--- config.mk ---
export PLATFORM = sky130hd
export DESIGN_NAME = alu_sequencer
export DESIGN_NICKNAME = d
export VERILOG_FILES = /design/src/rtl/alu_sequencer.sv
export SDC_FILE = /design/constraint.sdc
export NUM_CORES = 1
export LEC_CHECK = 0
export ABC_CLOCK_PERIOD_IN_PS = 2700
export BUFFER_PORTS_ARGS = -buffer_cell sky130_fd_sc_hd__buf_4
export CAP_MARGIN = 20
export CORE_MARGIN = 2
export CORE_UTILIZATION = 25
export DETAILED_ROUTE_END_ITERATION = 10
export GPL_ROUTABILITY_DRIVEN = 0
export MAX_ROUTING_LAYER = met4
export PLACE_DENSITY = 0.43
export SLEW_MARGIN = 20
export SYNTH_ARGS = -nofsm -noshare
export SYNTH_HDL_FRONTEND = slang
export SYNTH_SLANG_ARGS = --single-unit
--- constraint.sdc ---
create_clock -name clk -period 2.7 [get_ports clk]
set_input_delay 0.54 -clock clk [delete_from_list [all_inputs] [get_ports clk]]
set_output_delay 0.54 -clock clk [all_outputs]
set_load 0.02 [all_outputs]
--- src/rtl/alu_sequencer.sv ---
// Sequencer and 8x16 register file in front of a combinational 16-bit ALU.
// Each instruction goes through IDLE -> DECODE -> EXEC -> WB, so one retires every 4 cycles.
module alu_sequencer #(
  parameter int          NREGS     = 8,
  parameter logic [15:0] RESET_VAL = 16'h0000
) (
  input  logic        clk,
  input  logic        rst_n,
  input  logic        instr_valid,
  output logic        instr_ready,
  input  logic [15:0] instr,
  output logic [15:0] alu_a,
  output logic [15:0] alu_b,
  output logic [1:0]  alu_op,
  input  logic [15:0] alu_result,
  output logic        done,
  output logic        zero,
  input  logic [2:0]  dbg_sel,
  output logic [15:0] dbg_data
);

  localparam logic [1:0] IDLE   = 2'd0;
  localparam logic [1:0] DECODE = 2'd1;
  localparam logic [1:0] EXEC   = 2'd2;
  localparam logic [1:0] WB     = 2'd3;

  localparam logic [1:0] OP_LDI = 2'b11;
  localparam logic [1:0] OP_NOP = 2'b11;

  logic [1:0]  state;
  logic [15:0] instr_q;
  logic [15:0] res_q;
  logic [15:0] regs [NREGS];

  logic [1:0] opcode;
  logic [2:0] rd;
  logic [2:0] rs;
  logic [2:0] rt;

  assign opcode = instr_q[15:14];
  assign rd     = instr_q[13:11];
  assign rs     = instr_q[10:8];
  assign rt     = instr_q[7:5];

  // R0 is hard-wired to zero on every read path, whatever RESET_VAL holds.
  function automatic logic [15:0] read_reg(input logic [2:0] idx);
    return (idx == 3'd0) ? 16'h0000 : regs[idx];
  endfunction

  assign instr_ready = (state == IDLE);
  assign dbg_data    = read_reg(dbg_sel);

  // NOTE: sequential state uses non-blocking assignments so every register
  // samples pre-edge values, regardless of statement order in the block.
  always_ff @(posedge clk or negedge rst_n) begin
    if (!rst_n) begin
      state   <= IDLE;
      instr_q <= '0;
      res_q   <= '0;
      alu_a   <= '0;
      alu_b   <= '0;
      alu_op  <= OP_NOP;
      done    <= 1'b0;
      zero    <= 1'b0;
      // NOTE: the register file is small and architecturally defined at reset,
      // so it is reset like ordinary flops rather than left as uninitialised RAM.
      for (int i = 0; i < NREGS; i++) begin
        regs[i] <= RESET_VAL;
      end
    end else begin
      done <= 1'b0;
      case (state)
        IDLE: begin
          if (instr_valid) begin
            instr_q <= instr;
            state   <= DECODE;
          end
        end
        DECODE: begin
          alu_a  <= read_reg(rs);
          alu_b  <= read_reg(rt);
          alu_op <= opcode;
          state  <= EXEC;
        end
        EXEC: begin
          // The ALU floats its output for op 11, so LDI never samples it.
          res_q <= (opcode == OP_LDI) ? {8'h00, instr_q[7:0]} : alu_result;
          state <= WB;
        end
        WB: begin
          if (rd != 3'd0) begin
            regs[rd] <= res_q;
          end
          zero   <= (res_q == 16'h0000);
          done   <= 1'b1;
          alu_op <= OP_NOP;
          state  <= IDLE;
        end
        default: state <= IDLE;
      endcase
    end
  end

endmodule
After elaboration in Yosys (flattened, before gate mapping):

Index checks and enable logic that the tools add are counted.

* $add $sub $neg: 0
* multipliers: 0
* div/mod/pow operators: 0
* order comparisons: 5
* equal/unequal tests: 5
* shifts and indexed selects: 0
* mux-type cells: 20
* bitwise logic cells: 4
* reductions and logical operators: 10

Operators by type and width (number)
* 16-bit two-way mux: 11
* 16-bit binary-select mux with 3-bit select: 3
* 128-bit bitwise mux: 1
* 16-bit demux with 3-bit select: 1
* 4-bit greater-or-equal comparator, second input constant: 4
* 16-bit zero test: 1
* 3-bit NOT with 4-bit output: 4
* 3-bit zero test: 3
* 2-bit one-hot mux with 4 select lines: 1
* 2-bit equality test, second input constant: 3
* 4-bit by 1-bit < comparator with 1-bit output, second input constant: 1
* 2-bit one-hot mux with 2 select lines: 1
* 2-bit AND reduction: 2
* 3-bit nonzero test: 1
* 2-bit by 1-bit equality test with 1-bit output, second input constant: 1
* 2-bit zero test: 1
* 2-bit two-way mux: 1
* 2-bit inequality test, second input constant: 1
* 2-bit nonzero test: 1
* 1-bit logical AND: 1
* 1-bit two-way mux: 1

* flip-flop bits (word level): 198
* latch bits: 0
* memory bits (writable): 0
* ROM bits: 0
* input bits: 38
* output and inout bits: 53
* memories kept: 0

Longest topological paths before layout:

* word-level depth: 6
* gate-level depth with buffers: 7
* gate-level depth less buffers: 6

Least setup slack after synthesis:

No wires, ideal clock.

* path type: input port to output port
* start: in dbg_sel[0]
* end: out dbg_data[10]
* arrival: 1619 ps
* required time: 2160 ps
* path slack: 541 ps
* cell stages on the path: 5
* buffers on the path: 3
* cell sequence: buf_2 > buf_6 > clkbuf_1 > a221oi_1 > a21oi_1

* word-level cells in the longest chain between the ends: 5
* elaborated cells on any way between the ends: 6

Ends and longest elaborated chain
* start, declared: line 18 `input logic [2:0] dbg_sel,`
* 3-bit NOT with 4-bit output (implied by the code): line 47 `return (idx == 3'd0) ? 16'h0000 : regs[idx];`
* 16-bit binary-select mux with 3-bit select: line 47
* 16-bit two-way mux (implied by the code) (2 in a row): line 47
* 16-bit two-way mux (*): line 47
* end, declared: line 19 `output logic [15:0] dbg_data`

Mark *: on every way between the ends. The rest lies on a longest branch, timed or not. The select of a mux whose other input is x is not followed.

Final worst setup path:

* start: in dbg_sel[0]
* end: out dbg_data[5]

The elaborated chain is that of the path after synthesis.

==> metrics.yaml <==
insertion_delay_ns: 0.45
viasPerCell: 4.897
critPathBufInv: 4
drt_iter0_markers: 363
first_global_vias: 7401
cp_num_cells: 6
post_cts_buffers: 0
switchingPower_mw: 6.383
clock_path_buffers: 2
fin_worst_skew_ns: 0.01307
area_growth_pct: 18.71
ys_ff_latch: 182
row_count: 72
yosys-top-cells-area: "dfrtp_1 (46%), mux2_2 (13%), mux2i_1 (7.4%)"
seq_area_frac_synth_pct: 46.48
cp-end-kind: "output pin"
critPathKind: "input pin to output pin"
synth_cell_types: 40
postCtsResizedCells: 0
antenna_left: 0
holdWs_ns: 0.07593
layout_commonest_cell: "dfrtp_1"
clk_pin_slew_worst_paths_ns: 0.07
critPathMaxStageDelay_ns: 0.49
via_count: 6920
ctsRootBufferMaster: "clkbuf_16"
synth-edff-count: 0
placedInstanceArea_um2: 11030
rsz0062_at_grt: "false"
syn_inst: 812
power_frac_comb_pct: 45.1
die_w_um: 202.0
gr-total-overflow: 0
path_delay_family: "buffers and inverters"
syn-num-nets: 855
cp_max_fo: 15
syn_area_um2: 9804
p_leak_nw: 5.134
hold_viol: 0
ir_drop_uv: 604.5
antenna_found_initial: 0
grt_max_degree: 61
fin_crit_ns: 2.433
drt_pre_antenna_iters: 5
ios: 91
wire_per_inst_um: 22.57
setup_tns_ns: 0
status: "complete, no violations"
netlist.area_leader.share_pct: 45.94
cp_data_required_time_ns: 2.16
p_sw_share_pct: 41.91
routed_wl_um: 31900
tightest_slew_ns: 1.003
synth-warning-count: 0
max_freq_mhz: 411.1
cts_buffers: 17
synth.avg_cell_area_um2: 12.07
cts.sinks: 182
htree_levels: 4
synthFlopType: "dfrtp_1"
synth_top_area_cell: "dfrtp_1"
diodes: 0
fin_total_pwr_mw: 15.23
grtUsageTotal_pct: 16.56
p_per_area_nw_per_um2: 1309
start_util_pct: 25.37
arrival_ns: 1.89
cts_tree: "built"
drive_gt1_share_pct: 36.09
maxCapViolations: 0
path_cells: "buf_4, buf_4, mux4_2, inv_1, a21oi_1, buf_4"
fin_area_um2: 11640
grt_pass1_wl_um: 48830
p_seq_share_pct: 37.5
hpwl_um: 20760
ys_async_sr_fraction_pct: 100.0
relSlewSlack_pct: 33.00
final_nets: 925
finalCritPeriodShare_pct: 90.09
die-area_um2: 40820
finalSetupViolCount: 0
r2r_setup_slack_ns: 0.56
critical-path-slowest-cell: "mux4_2"
hp-class: "input pin to async pin"
final_cell_mix: "dfrtp_1 (178), buf_4 (116), mux2_2 (113)"
cts_hold_buf: 0
place_inst: 1381
r2r-end: "regs[95]"
maxSlewViolCount: 0
r2r_cells: 4
fin_cells: 1413
start_kind: "input pin"
route.detailed.drc: 0
core_um2: 38650
reg2reg_from: "state[1]"
die-height_um: 202.0
p_int_mw: 8.848
io_buffers: 90
cpMostUsedCell: "buf_4"
clock_power_share_pct: 17.4
## cells in the mapped netlist (2+ instances only)
library cell	instances
dfrtp_1	180
mux2_2	113
a221oi_1	74
mux2i_1	72
a21oi_1	56
nor2_1	41
o21ai_0	40
nand2_1	35
inv_1	26
clkbuf_1	22
mux2_4	21
buf_2	20
buf_6	17
mux4_2	16
mux2_1	12
buf_4	11
nand3_1	8
nor2b_1	6
ha_1	5
a221oi_2	4
nor4_1	4
and2_1	3
nand4b_4	3
a211o_1	2
and4bb_1	2
buf_1	2
clkbuf_2	2
dfstp_2	2
nand2b_1	2
## power groups by stage
stage,registers (mW),logic [mW],clock network (mW)
after floorplan,5.28,4.95,0
after global placement,5.76,6.86,0
after detailed placement,5.75,6.93,0
after CTS,5.70,6.94,2.73
after global routing,5.95,7.53,2.83
final,5.72,6.86,2.65
## metal layers
metal	track usage, %	up-vias	part of all wire, %
met1	22.37	3541	48
li1	-	3178	-
met2	25.32	152	46
met4	5.410	0	2.2
met5	-	-	0
met3	2.709	49	3.5
## state kept, by name (all words and copies together), names as in the netlist
signal,cells
alu_a,16
alu_b,16
alu_op,2
done,1
instr_q,16
regs,112
res_q,16
state,2
zero,1
## stage by stage
stage               utilization (%)  setup slack, ns
floorplan                         -           0.5411
global placement              28.53           0.2453
detailed placement            28.53           0.2529
CTS                           30.12           0.2668
global route                  30.12           0.1944
finish                        30.12           0.2675
## worst max path at each step
stage,start,to
2_1_floorplan,dbg_sel[0],dbg_data[10]
3_3_place_gp,dbg_sel[0],dbg_data[6]
3_5_place_dp,dbg_sel[0],dbg_data[5]
4_1_cts,dbg_sel[0],dbg_data[5]
5_1_grt,dbg_sel[1],dbg_data[7]
6_report,dbg_sel[0],dbg_data[5]
## cell families (layout without fill, tap and decap cells)
kind of cell    Yosys count  in the layout  synth area share, %
compound gates          179            179                12.52
mux                     234            234                28.60
buf+inv                 101            184                5.870
fa+ha+maj                 5              5               0.6381
flops                   182            182                46.48
simple gates            111            111                5.896
## layout make-up
cell class / instances / area (µm²)
inverters: 27 / 101.3
repair buffers: 125 / 1045
clock inverters: 14 / 173.9
fillers: 3977 / 27010
multi-input cells: 529 / 4672
clock buffers: 18 / 439.2
flip-flops and latches: 182 / 4559
well taps: 518 / 648.1
Power figures use the tool's default switching activity.
